### src/rtl/fetch_pkg.sv
// Shared types and defaults for the instruction-fetch stage.
package fetch_pkg;

  typedef enum logic [1:0] {
    S_REQ  = 2'd0,
    S_WAIT = 2'd1,
    S_HOLD = 2'd2
  } fetch_state_e;

  localparam int unsigned ADDR_W_DEF   = 32;
  localparam int unsigned DATA_W_DEF   = 32;
  localparam logic [31:0] RESET_PC_DEF = 32'h0000_0000;
  localparam int unsigned PC_STEP_DEF  = 1;

endpackage

### src/rtl/fetch_out_buf.sv
// One-entry valid/ready register slice; flush drops the held entry.
module fetch_out_buf #(
  parameter int unsigned ADDR_W = 32,
  parameter int unsigned DATA_W = 32
) (
  input  logic              clk,
  input  logic              rst_n,
  input  logic              flush_i,
  input  logic              load_i,
  input  logic [DATA_W-1:0] load_instr_i,
  input  logic [ADDR_W-1:0] load_pc_i,
  input  logic              out_ready_i,
  output logic              out_valid_o,
  output logic [DATA_W-1:0] out_instr_o,
  output logic [ADDR_W-1:0] out_pc_o
);

  logic              valid_q;
  logic [DATA_W-1:0] instr_q;
  logic [ADDR_W-1:0] pc_q;

  always_ff @(posedge clk or negedge rst_n) begin
    if (!rst_n) begin
      valid_q <= 1'b0;
      instr_q <= '0;
      pc_q    <= '0;
    end else if (flush_i) begin
      valid_q <= 1'b0;
    end else if (load_i) begin
      valid_q <= 1'b1;
      instr_q <= load_instr_i;
      pc_q    <= load_pc_i;
    end else if (out_ready_i) begin
      valid_q <= 1'b0;
    end
  end

  assign out_valid_o = valid_q;
  assign out_instr_o = instr_q;
  assign out_pc_o    = pc_q;

endmodule

### src/rtl/fetch_unit.sv
// Instruction-fetch stage: PC register, single-outstanding imem reads,
// redirect squash, and a one-entry buffer towards decode.
module fetch_unit
  import fetch_pkg::*;
#(
  parameter int unsigned       ADDR_W   = ADDR_W_DEF,
  parameter int unsigned       DATA_W   = DATA_W_DEF,
  parameter logic [ADDR_W-1:0] RESET_PC = ADDR_W'(RESET_PC_DEF),
  parameter int unsigned       PC_STEP  = PC_STEP_DEF
) (
  input  logic              clk,
  input  logic              rst_n,
  input  logic              redir_valid,
  input  logic [ADDR_W-1:0] redir_target,
  output logic              imem_req_valid,
  input  logic              imem_req_ready,
  output logic [ADDR_W-1:0] imem_addr,
  input  logic              imem_rsp_valid,
  input  logic [DATA_W-1:0] imem_rsp_data,
  output logic              if_valid,
  input  logic              if_ready,
  output logic [DATA_W-1:0] if_instr,
  output logic [ADDR_W-1:0] if_pc
);

  fetch_state_e      state_q, state_d;
  logic [ADDR_W-1:0] pc_q, pc_d;
  logic [ADDR_W-1:0] inflight_pc_q, inflight_pc_d;
  logic              kill_q, kill_d;
  logic [DATA_W-1:0] hold_instr_q, hold_instr_d;
  logic [ADDR_W-1:0] hold_pc_q, hold_pc_d;

  logic              buf_free;
  logic              req_fire;
  logic              buf_load;
  logic [DATA_W-1:0] buf_instr;
  logic [ADDR_W-1:0] buf_pc;

  // Buffer can take a new entry if empty or being drained this cycle.
  assign buf_free       = !if_valid || if_ready;
  assign imem_req_valid = rst_n && (state_q == S_REQ) && buf_free;
  assign imem_addr      = pc_q;
  assign req_fire       = imem_req_valid && imem_req_ready;

  always_ff @(posedge clk or negedge rst_n) begin
    if (!rst_n) begin
      state_q       <= S_REQ;
      pc_q          <= RESET_PC;
      inflight_pc_q <= '0;
      kill_q        <= 1'b0;
      hold_instr_q  <= '0;
      hold_pc_q     <= '0;
    end else begin
      state_q       <= state_d;
      pc_q          <= pc_d;
      inflight_pc_q <= inflight_pc_d;
      kill_q        <= kill_d;
      hold_instr_q  <= hold_instr_d;
      hold_pc_q     <= hold_pc_d;
    end
  end

  always_comb begin
    state_d       = state_q;
    pc_d          = pc_q;
    inflight_pc_d = inflight_pc_q;
    kill_d        = kill_q;
    hold_instr_d  = hold_instr_q;
    hold_pc_d     = hold_pc_q;
    buf_load      = 1'b0;
    buf_instr     = hold_instr_q;
    buf_pc        = hold_pc_q;

    if (redir_valid) begin
      // Redirect wins; a request still owed by imem must be squashed.
      pc_d = redir_target;
      case (state_q)
        S_REQ: begin
          if (req_fire) begin
            inflight_pc_d = pc_q;
            kill_d        = 1'b1;
            state_d       = S_WAIT;
          end
        end
        S_WAIT: begin
          kill_d  = !imem_rsp_valid;
          state_d = imem_rsp_valid ? S_REQ : S_WAIT;
        end
        default: state_d = S_REQ;
      endcase
    end else begin
      case (state_q)
        S_REQ: begin
          if (req_fire) begin
            inflight_pc_d = pc_q;
            pc_d          = pc_q + ADDR_W'(PC_STEP);
            state_d       = S_WAIT;
          end
        end
        S_WAIT: begin
          if (imem_rsp_valid) begin
            if (kill_q) begin
              kill_d  = 1'b0;
              state_d = S_REQ;
            end else if (buf_free) begin
              buf_load  = 1'b1;
              buf_instr = imem_rsp_data;
              buf_pc    = inflight_pc_q;
              state_d   = S_REQ;
            end else begin
              hold_instr_d = imem_rsp_data;
              hold_pc_d    = inflight_pc_q;
              state_d      = S_HOLD;
            end
          end
        end
        S_HOLD: begin
          if (buf_free) begin
            buf_load = 1'b1;
            state_d  = S_REQ;
          end
        end
        default: state_d = S_REQ;
      endcase
    end
  end

  fetch_out_buf #(
    .ADDR_W(ADDR_W),
    .DATA_W(DATA_W)
  ) u_out_buf (
    .clk          (clk),
    .rst_n        (rst_n),
    .flush_i      (redir_valid),
    .load_i       (buf_load),
    .load_instr_i (buf_instr),
    .load_pc_i    (buf_pc),
    .out_ready_i  (if_ready),
    .out_valid_o  (if_valid),
    .out_instr_o  (if_instr),
    .out_pc_o     (if_pc)
  );

endmodule

### config.mk
export PLATFORM = sky130hd
export DESIGN_NAME = fetch_unit
export DESIGN_NICKNAME = d
export VERILOG_FILES = /design/src/rtl/fetch_pkg.sv /design/src/rtl/fetch_out_buf.sv /design/src/rtl/fetch_unit.sv
export SDC_FILE = /design/constraint.sdc
export NUM_CORES = 1
export LEC_CHECK = 0
export ABC_CLOCK_PERIOD_IN_PS = 2400
export BUFFER_PORTS_ARGS = -buffer_cell sky130_fd_sc_hd__buf_4
export CORE_MARGIN = 2
export CORE_UTILIZATION = 55
export DETAILED_ROUTE_END_ITERATION = 6
export PLACE_DENSITY = 0.8
export SLEW_MARGIN = 20
export SYNTH_ARGS = -nofsm -noshare
export SYNTH_HDL_FRONTEND = slang
export SYNTH_SLANG_ARGS = --single-unit
### constraint.sdc
create_clock -name clk -period 2.4 [get_ports clk]
set_input_delay 0.48 -clock clk [delete_from_list [all_inputs] [get_ports clk]]
set_output_delay 0.48 -clock clk [all_outputs]
set_load 0.01 [all_outputs]
Word level (Yosys, flattened, before mapping) --
Cells that the tools add are included.
Word-level totals: flip-flop bits (word level) 196, input bits 70, output and inout port bits 98, logic and storage cells 70
Cells by class: add/sub/neg operators 1, equal/unequal tests 5, mux-type cells 33, bitwise logic cells 3, reductions and logical operators 19
Operators by type and width (count):
- $mux 32 | 11
- $add 32x1->32 const B | 1
- $mux 1 | 12
- $mux 2 | 6
- $reduce_bool 2->1 | 5
- $ne 3x3->1 const B | 3
- $reduce_and 2->1 | 4
- $pmux 2 s3 | 1
- $reduce_and 5->1 | 1
- $pmux 1 s2 | 2
- $pmux 2 s2 | 1
- $reduce_and 4->1 | 1
- $logic_and 1x1->1 | 3
- $not 1->1 | 3
- $reduce_bool 3->1 | 1
- $eq 2x1->1 const B | 1
- $eq 2x2->1 const B | 1
- $logic_not 1->1 | 2
- $logic_not 2->1 | 1
- $logic_or 1x1->1 | 1

Longest topological paths before layout --
Gate-level depths: netlist of run 1.
word-level depth 9, gate-level depth with buffers 10, gate-level depth less buffers 7

Cells and area by module --
From an unflattened synthesis of run 1, not the netlist that was laid out.
Unflattened totals: cell total of the unflattened synthesis 717, area total of the unflattened synthesis 9131.3 µm²
By module, submodules not included:
- fetch_unit | instances 1, cells an instance 577, area each 6389.9 µm², sequential area each 3278.1 µm²
- fetch_out_buf | instances 1, cells an instance 140, area each 2741.4 µm², sequential area each 1626.6 µm²

Least setup slack after synthesis of run 1 --
OpenSTA, ideal clock, no wires.
path type register to register, start point reg state_q[0], end point reg pc_q[30], in the netlist imem_addr[30], setup time 0.082 ns, arrival time 1.943 ns, required time 2.318 ns, path slack 0.376 ns, cell stages (with the launch flop) 8, buffers on the path 0, clock period less this slack 2.024 ns, cells stage by stage dfrtp_1 inv_1 ha_1 and2_1 nand3_1 or3_1 or4_1 a31oi_1
On the way: longest elaborated chain between the ends 6, elaborated cells between the ends (all ways) 7, classes of those cells reduce/logical: 7
Ends and longest elaborated chain:
- start, declared | RTL line fetch_unit.sv:26 | fetch_state_e state_q, state_d;
- start signal, assigned | RTL line fetch_unit.sv:54 | state_q <= state_d;
- $logic_not 2->1 * | RTL line fetch_unit.sv:41, fetch_unit.sv:92
- $logic_and 1x1->1 (2 in a row) | RTL line fetch_unit.sv:41 | assign imem_req_valid = rst_n && (state_q == S_REQ) && buf_free;
- $logic_and 1x1->1 | RTL line fetch_unit.sv:43 | assign req_fire = imem_req_valid && imem_req_ready;
- $reduce_bool 2->1 (no source line)
- $reduce_and 2->1 (no source line) *
- end signal, assigned | RTL line fetch_unit.sv:55 | pc_q <= pc_d;
- end, declared | RTL line fetch_unit.sv:27 | logic [ADDR_W-1:0] pc_q, pc_d;
Mark *: on every way between the ends. The rest lies on a longest branch, timed or not. A chain may end at the register's enable or synchronous reset.

Worst setup path in the final report of run 1 --
start point reg state_q[1], end point reg pc_q[30], in the netlist imem_addr[30]
Same word-level chain as after synthesis.

==> metrics, run 1 <==
synth warn=0; Netlist cell types=42; area share of the largest cell type after synthesis=56.8%; global route overflow=0; Pwr per Cell Area=906 mW/mm²; Cell Rows=45; fill count=around 1100; Hold Path Class=in2async; DR pass1 iterations=5; CTS Buf Count=17; maximum fanout along the worst path=6; pin count of the biggest net entering global routing=about 170; Mapped Nets=877; sequential cell area=0.00490 mm²; Worst path slowest cell=or3_1; startpoint types=flop; vias in the first global route=approximately 6100; global-route wire length before repair=just over 30000 µm; pin slew with the least headroom to its limit=between 0.8 and 0.9 ns; Root Driver=clkbuf_16; Initial Util=56.6%; Post-DP Area=approximately 0.010 mm²; Avg Synthesized Cell Area=10.8 µm²; Top Family by Delay on Critical Path=simple AND/OR/NAND/NOR gates; via count=6323; Post-Place Cells=1153; GP Congestion=~0.85; Critical path origin=state_q[1]; CP cell instances=inv_1, ha_1, and2_2, nand3_2, or3_1, or4_1, a31oi_1; fin crit share=92.2%; max-cap violation count=0; initial DRC count=416; Post-synth EDFFs=0; ys async rst share=100%; Avg Vias per Cell=~5.3; critical path endpoint category=flop; total global-route track usage=23.5%; multi-input logic area=0.00354 mm²; antenna viol nets, final=0; CTS max path bufs=2; WP buf/inv=1; die width=129 µm; DR WL/cell=16.0 µm; commonest non-fill, non-tap cells in the layout=dfrtp_1, nand2_1, buf_4; total core area=between 0.015 and 0.02 mm²; post-detail-place hpwl=12900 µm; Die Area=0.0167 mm²; Hold Fails Final Rpt=0; Ant. Diodes=0; Tmin final=roughly 2.2 ns; Final nets=roughly 1000; IO Pins=between 150 and 200; non-filler cells, final=1184; CTS clock-pin slew for the worst setup and hold paths=0.07 ns; worst path required time=2.75 ns; final setup fails=0; relative slew slack=between 40% and 50%; Setup Skew=0.00665 ns; TritonCTS Sinks=around 200; CP max stage delay=0.43 ns; commonest non-fill, non-tap cell in the layout=dfrtp_1; DRC viols=0; DIE HEIGHT=roughly 130 µm; CP arrival=approximately 2.6 ns; fmax=452 MHz; Final Instance Area=0.0107 mm²; drt total wl=18900 µm; top_reg_cell synth=dfrtp_1; top post-synthesis cells by area=dfrtp_1, nand2_1, mux2_2, mux2i_1, o21ai_0; register area share after synthesis=56.8%; layout cells sized above 1=29.9%; Peak VDD IR=0.000604 V; Post-Syn Area=0.00864 mm²; number of I/O port buffers=167; initial antenna violation count=0; status=complete, no violations; top cell type by total area after synthesis=dfrtp_1; clk_lat worst skew=0.43 ns; H-tree lvl count=4; Pleak=5.09 nW; synth-to-layout area growth=24.2%; CTS tree=done; Yosys reg bits=196; Post-Synthesis Cells=803; critical path type=reg2reg; worst r2r src=state_q[1]; max-slew violations=0; cts-stage hold buffer count=0
==> worst register-to-register path, cell delays in order (launching register included) <==
cell and delay (ns):
dfrtp_1 0.38, inv_1 0.11, ha_1 0.26, and2_2 0.23
nand3_2 0.17, or3_1 0.43, or4_1 0.40, a31oi_1 0.16
==> stage by stage <==
step                power, mW  setup TNS [ns]  hold WS, ns  setup slack (ns)  util, %
floorplan                5.96               0        0.184             0.376        -
global placement         7.11               0        0.462             0.254     66.9
detailed placement       7.23               0        0.472             0.184     66.9
CTS                      9.79               0        0.157             0.150     70.3
global route             10.3        -0.00634        0.182          -0.00634     70.3
finish                   9.72               0        0.162             0.186     70.3
==> Yosys cell counts, types with 2 or more instances <==
library cell  number
or4_1              4
mux2_1             4
a31oi_1            4
o21ai_0           92
nand2b_1           3
and3_1             5
a21oi_1            7
nor3_1            11
or3_1              2
xor2_1            14
buf_1              2
xnor2_1           13
buf_2             18
ha_1               4
mux2i_1           65
o31ai_1            3
inv_1              5
dfrtp_1          196
nand4_1           14
o21ai_1            2
nor4_1             3
mux2_2            62
nand3_1           16
clkbuf_1          28
nand2_1          195
nor2_1            12
nor4_2             2
or2_2              2
and2_1             2
==> where the power goes <==
group | switching, mW | leakage (nW) | internal [mW]
Clock | 1.16 | 0.264 | 1.39
Combinational | 1.27 | 2.21 | 1.22
Sequential | 0.592 | 2.62 | 4.08
==> final cells by class <==
type	instances	share of cell area, %
inverter	5	0.175
sequential	196	45.7
clock buffer	21	4.38
multi-input combinational	554	33.0
tap	211	2.46
timing repair buffer	187	13.7
clock inverter	10	0.548
==> layer usage <==
metal | up-vias | wire length (µm) | GRT usage [%]
met5 | - | 0 | 0
li1 | 3074 | - | -
met2 | 209 | 8470 | 35.9
met1 | 3006 | 8910 | 34.2
met3 | 34 | 1100 | 4.21
met4 | 0 | 445 | 8.57
==> path summary, 6_finish.rpt <==
kind / slack (ns) / endpoint / depth (start not counted)
min in group clk: 0.25 / imem_addr[5] / 3
max in group asynchronous: 1.48 / u_out_buf.out_instr_o[9] / 2
hold reg to reg: 0.48 / u_out_buf.out_instr_o[24] / 2
setup reg to reg: 0.19 / imem_addr[30] / 7
hold / removal: 0.16 / u_out_buf.out_instr_o[27] / 2
setup / recovery: 0.19 / imem_addr[30] / 7
==> flip-flops by register name (all words and copies together) (netlist names) <==
| name | count |
|---|---|
| hold_instr_q | 32 |
| hold_pc_q | 32 |
| imem_addr | 32 |
| inflight_pc_q | 32 |
| kill_q | 1 |
| state_q | 2 |
| u_out_buf.out_instr_o | 32 |
| u_out_buf.out_pc_o | 32 |
| u_out_buf.out_valid_o | 1 |
==> what timing repair did <==
| item | CTS | global route |
|---|---|---|
| gates resized for setup | 0 | 1 |
| setup buffers | 0 | 0 |
| setup endpoints to repair | 0 | 1 |
==> logic make-up (layout without fill, tap and decap cells) <==
group	Yosys count	after routing	share of synthesized area, %
flip-flops	196	196	56.8
AO/OA/AOI/OAI	111	111	6.66
buffers and inverters	53	223	2.56
AND/OR/NAND/NOR	281	281	14.6
adder cells (fa/ha/maj)	4	4	0.579
multiplexers	131	131	16.1
XOR/XNOR	27	27	2.74
(Power assumes the default switching activity.)
==> run 2, diff against run 1 <==
==> constraint.sdc (replaced) <==
create_clock -name clk -period 2.4 [get_ports clk]
set_input_delay 0.48 -clock clk [delete_from_list [all_inputs] [get_ports clk]]
set_output_delay 0.48 -clock clk [all_outputs]
set_load 0.02 [all_outputs]
==> metrics, run 2 (synthesis gave the netlist of run 1 again) <==
status=complete, no violations; total core area=0.0153 mm² (unchanged); CP arrival=2.59 ns (+0.03 ns); Setup Fix Bufs, Post-CTS=0 (unchanged); RSZ-0062 raised after global routing=no; Tmin final=2.23 ns (+0.0208 ns); R2R depth=7 (unchanged); relative slew slack=40.7% (-2.1 points); final setup fails=0 (unchanged); Peak VDD IR=0.000595 V (-1.5%); IO Pins=168 (unchanged); number of I/O port buffers=167 (unchanged); Top Family by Delay on Critical Path=simple AND/OR/NAND/NOR gates; multi-input logic area=0.00354 mm² (about the same); Avg Vias per Cell=5.37 (+0.54%); CP cell instances=inv_1, ha_1, and2_1, nand3_2, or3_1, or4_1, a31oi_1; Die Area=0.0167 mm² (unchanged); commonest non-fill, non-tap cells in the layout=dfrtp_1, nand2_1, buf_4; total global-route track usage=23.2% (-0.34 points); GP Congestion=0.841 (-1.0%); via count=6357 (+0.54%); synth-to-layout area growth=24.7%; PostCTS Resize Cnt=0 (unchanged); DR WL/cell=15.8 µm (-1.3%); WP buf/inv=1 (unchanged); pin count of the biggest net entering global routing=166 (unchanged); CP max stage delay=0.42 ns (about the same); commonest non-fill, non-tap cell in the layout=dfrtp_1; maximum fanout along the worst path=6 (unchanged); clk_lat worst skew=0.43 ns (about the same); CTS tree=done; DRC viols=0 (unchanged); DIE HEIGHT=129 µm (unchanged); Final nets=1034 (-0.097%); global-route wire length before repair=30300 µm (-1.2%); pin slew with the least headroom to its limit=0.889 ns (+0.0315 ns); layout cells sized above 1=29.5% (-0.41 points); initial antenna violation count=0 (unchanged); worst path required time=2.75 ns (about the same); Initial Util=56.6% (unchanged); Pwr per Cell Area=952 mW/mm² (+5.1%); Root Driver=clkbuf_16; CTS max path bufs=2 (unchanged); fmax=448 MHz (-0.93%); Levels on crit path=7 (unchanged); final total power=10.3 mW (+5.5%); critical path type=reg2reg; initial DRC count=421 (+1.2%); Pleak=5.10 nW (+0.22%); antenna viol nets, final=0 (unchanged); fill count=1123 (-2.2%); critical path endpoint category=flop; Setup TNS=0 ns (unchanged); H-tree lvl count=4 (unchanged); Worst path slowest cell=or3_1; CTS clock-pin slew for the worst setup and hold paths=0.07 ns (about the same); vias in the first global route=6056 (-1.3%); die width=129 µm (unchanged); drt total wl=18700 µm (-1.3%); Ant. Diodes=0 (unchanged); Setup Skew=0.00610 ns (-0.000556 ns); startpoint types=flop; Hold Path Class=in2async; global route overflow=0 (unchanged); Cell Rows=45 (unchanged); cts-stage hold buffer count=0 (unchanged); sequential cell area=0.00490 mm² (unchanged); Hold Fails Final Rpt=0 (unchanged); post-detail-place hpwl=12500 µm (-2.8%); DR pass1 iterations=6 (+1); TritonCTS Sinks=196 (unchanged); CTS Buf Count=17 (unchanged); max-slew violations=0 (unchanged); max-cap violation count=0 (unchanged); fin crit share=93.1% (+0.87 points)
-- run 2: cell type report --
type | count | share of cell area [%]
inverter | 5 | 0.174
tap | 211 | 2.45
sequential | 196 | 45.5
clock buffer | 24 | 4.47
multi-input combinational | 554 | 32.9
timing repair buffer | 186 | 13.6
clock inverter | 8 | 0.917
-- run 2: path summary, 6_finish.rpt --
| kind | start | end | slack, ns |
|---|---|---|---|
| max | state_q[0] | imem_addr[30] | 0.17 |
| min | rst_n | u_out_buf.out_instr_o[5] | 0.15 |
| max reg2reg | state_q[0] | imem_addr[30] | 0.17 |
| min reg2reg | u_out_buf.out_instr_o[0] | u_out_buf.out_instr_o[0] | 0.48 |
| max in group asynchronous | rst_n | hold_instr_q[12] | 1.45 |
| min in group clk | redir_target[10] | imem_addr[10] | 0.25 |
-- run 2: report_power, final --
group	total, mW	internal [mW]	switching [mW]
Sequential	4.66	4.08	0.582
Combinational	2.80	1.23	1.56
Clock	2.80	1.62	1.18
-- run 2: worst reg2reg max path, cell delays in order (launching register included) --
cell and delay, ns:
dfrtp_1 0.39, inv_1 0.11, ha_1 0.27, and2_1 0.24
nand3_2 0.17, or3_1 0.42, or4_1 0.40, a31oi_1 0.17
-- run 2: metal layers --
metal	global-route usage (%)	part of all wire [%]
met3	5.62	6.4
met1	33.6	47
met4	9.02	2.6
met2	34.1	44
met5	0	0
-- run 2: through the flow --
stage	hold WS, ns	setup slack (ns)	utilization (%)	std cells	instance area (µm²)
after floorplan	0.184	0.326	-	803	8640
after global placement	0.462	0.272	66.8	1152	10200
final	0.149	0.165	70.6	1184	10800
after detailed placement	0.471	0.199	66.8	1152	10200
after global routing	0.165	0.0493	70.6	1184	10800
after CTS	0.150	0.181	70.6	1184	10800
==> run 3, diff against run 2 <==
Settings changed: ABC_CLOCK_PERIOD_IN_PS 2400 to 2600, CORE_UTILIZATION 55 to 60, PLACE_DENSITY 0.8 to 0.85, SYNTH_HIERARCHICAL set to 1.
Clock period 2.4 ns to 2.6 ns, I/O delays scaled along.
==> metrics, run 3 <==
post-detail-place hpwl=13400 µm (+6.9%); max-cap violation count=0 (unchanged); R2R Path End=u_out_buf/out_instr_o[11]; clk_lat worst skew=0.43 ns (about the same); max-slew violations=0 (unchanged); Post-DP Area=0.0106 mm² (+3.9%); critical path type=reg2reg; R2R depth=8 (+1); die width=127 µm (-1.5%); total global-route track usage=24.7% (+1.5 points); DR pass1 iterations=4 (-2); uppermost routed layer=met4; Pint=5.95 mW (-14%); RSZ-0062 raised after global routing=no; final core utilization=74.3% (+3.7 points); top cell type by total area after synthesis=dfrtp_1; CTS clock-pin slew for the worst setup and hold paths=0.07 ns (about the same); synth warn=6 (+6); antenna viol nets, final=0 (unchanged); CP cell instances=inv_1, ha_1, nand2_1, nor2_1, o211a_1, nor2b_4, buf_4, mux2_4; Post-Synthesis Cells=717 (-11%); Pleak=5.74 nW (+13%); met2 WL post-DR=9320 µm (+14%); Yosys reg bits=196 (unchanged); initial antenna violation count=0 (unchanged); largest family of logic cells by synthesized area=multiplexers; reg-to-reg slack, setup=0.21 ns (+0.04 ns); area share of the largest cell type after synthesis=53.7% (-3.0 points); CTS tree=done; Tmin final=2.39 ns (+0.155 ns); Clock Power Share=30.0% (+2.7 points); Logic pwr share=22.5% (-4.8 points); most common cell in the netlist=dfrtp_1; CP arrival=2.70 ns (+0.11 ns); Post-synth EDFFs=0 (unchanged); post-synthesis mux area share=26.4% (+10 points); Setup Skew=0.00696 ns (+0.000865 ns); Mapped Nets=791 (-9.8%); total core area=0.0150 mm² (-1.5%); pin count of the biggest net entering global routing=113 (-32%); Die Area=0.0162 mm² (-3.0%); Peak VDD IR=0.000515 V (-13%); register area share after synthesis=53.7% (-3.0 points); post-synthesis simple-gate area fraction=11.0% (-3.5 points); DRC viols=0 (unchanged); Worst path slowest cell=nor2b_4; worst r2r src=state_q[1]; CTS Buf Count=17 (unchanged); CP max stage delay=0.49 ns (+0.07 ns); Final nets=961 (-7.1%); Critical path origin=state_q[1]; final setup fails=0 (unchanged); Final Instance Area=0.0112 mm² (+3.7%); number of I/O port buffers=167 (unchanged); fin crit share=91.9% (-1.2 points); vias in the first global route=6026 (-0.50%); top_reg_cell synth=dfrtp_1; Seq pwr share=47.6% (+2.1 points); Initial Util=60.7% (+4.1 points); CTS max path bufs=2 (unchanged); top post-synthesis cells by area=dfrtp_1, mux2_2, mux2_4, nand2_1, xor2_1; worst path required time=2.91 ns (+0.16 ns); Fin Hold WS=0.230 ns (+0.0815 ns); ys async rst share=100% (unchanged); fill count=1002 (-11%); initial DRC count=299 (-29%); IO Pins=168 (unchanged); commonest non-fill, non-tap cells in the layout=dfrtp_1, buf_4, mux2_2; Ant. Diodes=0 (unchanged); PostCTS Resize Cnt=0 (unchanged); Post-Syn Area=0.00913 mm² (+5.7%); met1 WL=8710 µm (-1.6%); xor/xnor share of the synthesized area=2.49% (-0.24 points); pin slew with the least headroom to its limit=0.896 ns (+0.00649 ns); top post-synthesis cells by count=dfrtp_1, mux2_2, nand2_1; cts-stage hold buffer count=0 (unchanged); fmax=418 MHz (-6.5%); critical path endpoint category=flop; relative slew slack=40.3% (-0.43 points); Hold Path Class=in2async; DIE HEIGHT=127 µm (-1.5%); Synth Area in Adders=0.548% (-0.031 points); commonest non-fill, non-tap cell in the layout=dfrtp_1; via count=6034 (-5.1%); layout cells sized above 1=46.8% (+17 points); global-route wire length before repair=31300 µm (+3.2%); CP Capture Point=u_out_buf/out_instr_o[11]; Root Driver=clkbuf_16; Avg Vias per Cell=5.55 (+3.3%); Setup Fix Bufs, Post-CTS=0 (unchanged); TritonCTS Sinks=196 (unchanged); switching portion of total power=29.9% (-2.6 points); maximum fanout along the worst path=11 (+5); met3 wire length=941 µm (-21%); Avg Synthesized Cell Area=12.7 µm² (+18%); H-tree lvl count=4 (unchanged); Setup TNS=0 ns (unchanged); Pwr per Cell Area=759 mW/mm² (-20%); drt total wl=19400 µm (+3.6%); global route overflow=0 (unchanged); Cell Rows=45 (unchanged); status=complete, no violations; Netlist cell types=43 (+2.4%); Hold Fails Final Rpt=0 (unchanged); DR WL/cell=17.8 µm (+13%); P_sw=2.53 mW (-24%); startpoint types=flop; synth-to-layout area growth=22.4%; final worst setup slack=0.210 ns (+0.0450 ns); post-synthesis compound-gate area fraction=2.69% (-4.0 points); Setup Slack @ Placement=0.233 ns (+0.0337 ns); GP Congestion=0.801 (-4.8%)
-- run 3: changes by cell type in the layout (fill, tap and decap cells not counted), moves of 7 or more --
cell / before / now
mux2_2: 62 / 133
mux2_4: 0 / 60
mux2i_1: 65 / 1
nand2_1: 195 / 132
o21ai_0: 92 / 23
o21ai_1: 2 / 9
-- run 3: final cells by class --
| type | count | area (µm²) | share of cell area (%) |
|---|---|---|---|
| Tap cell | 188 | 235 | 2.11 |
| Clock buffer | 21 | 480 | 4.30 |
| Clock inverter | 11 | 103 | 0.918 |
| Sequential cell | 196 | 4900 | 43.9 |
| Timing Repair Buffer | 187 | 1470 | 13.2 |
| Multi-Input combinational cell | 475 | 3940 | 35.3 |
| Inverter | 10 | 37.5 | 0.336 |
-- run 3: kinds of logic after synthesis --
family,count (synthesis)
DFF,196
AOI/OAI and AO/OA,44
buffers and inverters,46
xor gates and xnor gates,26
and+or+nand+nor,207
muxes,194
adders and majority gates,4
-- run 3: through the flow --
stage                     cells  power, mW
final                      1088       8.48
after global routing       1088       8.88
after CTS                  1088       8.52
after detailed placement   1056       5.97
after global placement     1056       5.86
after floorplan             717       5.17
-- run 3: power groups by stage --
stage | clock (mW) | combinational, mW | sequential [mW]
final | 2.54 | 1.90 | 4.03
after global routing | 2.71 | 2.07 | 4.10
after CTS | 2.58 | 1.92 | 4.03
after detailed placement | 0 | 1.90 | 4.07
after global placement | 0 | 1.84 | 4.03
after floorplan | 0 | 1.02 | 4.14
-- run 3: metal layers --
metal | global-route usage (%) | vias up
met5 | 0 | -
met4 | 8.34 | 0
met3 | 4.77 | 30
met2 | 39.4 | 186
met1 | 34.5 | 2980
li1 | - | 2838
-- run 3: worst max-delay path, delay by kind of cell (launching register included) --
| family | cells | cell delay [ns] |
|---|---|---|
| AOI/OAI and AO/OA | 1 | 0.18 |
| and+or+nand+nor | 3 | 0.77 |
| buffers and inverters | 2 | 0.37 |
| DFF | 1 | 0.39 |
| muxes | 1 | 0.31 |
| adders and majority gates | 1 | 0.23 |
-- run 3: worst min path at each step --
stage	from	end	slack, ns	depth (start not counted)
finish	rst_n	inflight_pc_q[3]	0.23	2
global route	rst_n	imem_addr[8]	0.26	2
CTS	rst_n	imem_addr[8]	0.22	2
detailed placement	inflight_pc_q[3]	inflight_pc_q[3]	0.48	2
global placement	inflight_pc_q[6]	inflight_pc_q[6]	0.48	2
floorplan	rst_n	hold_instr_q[0]	0.22	0
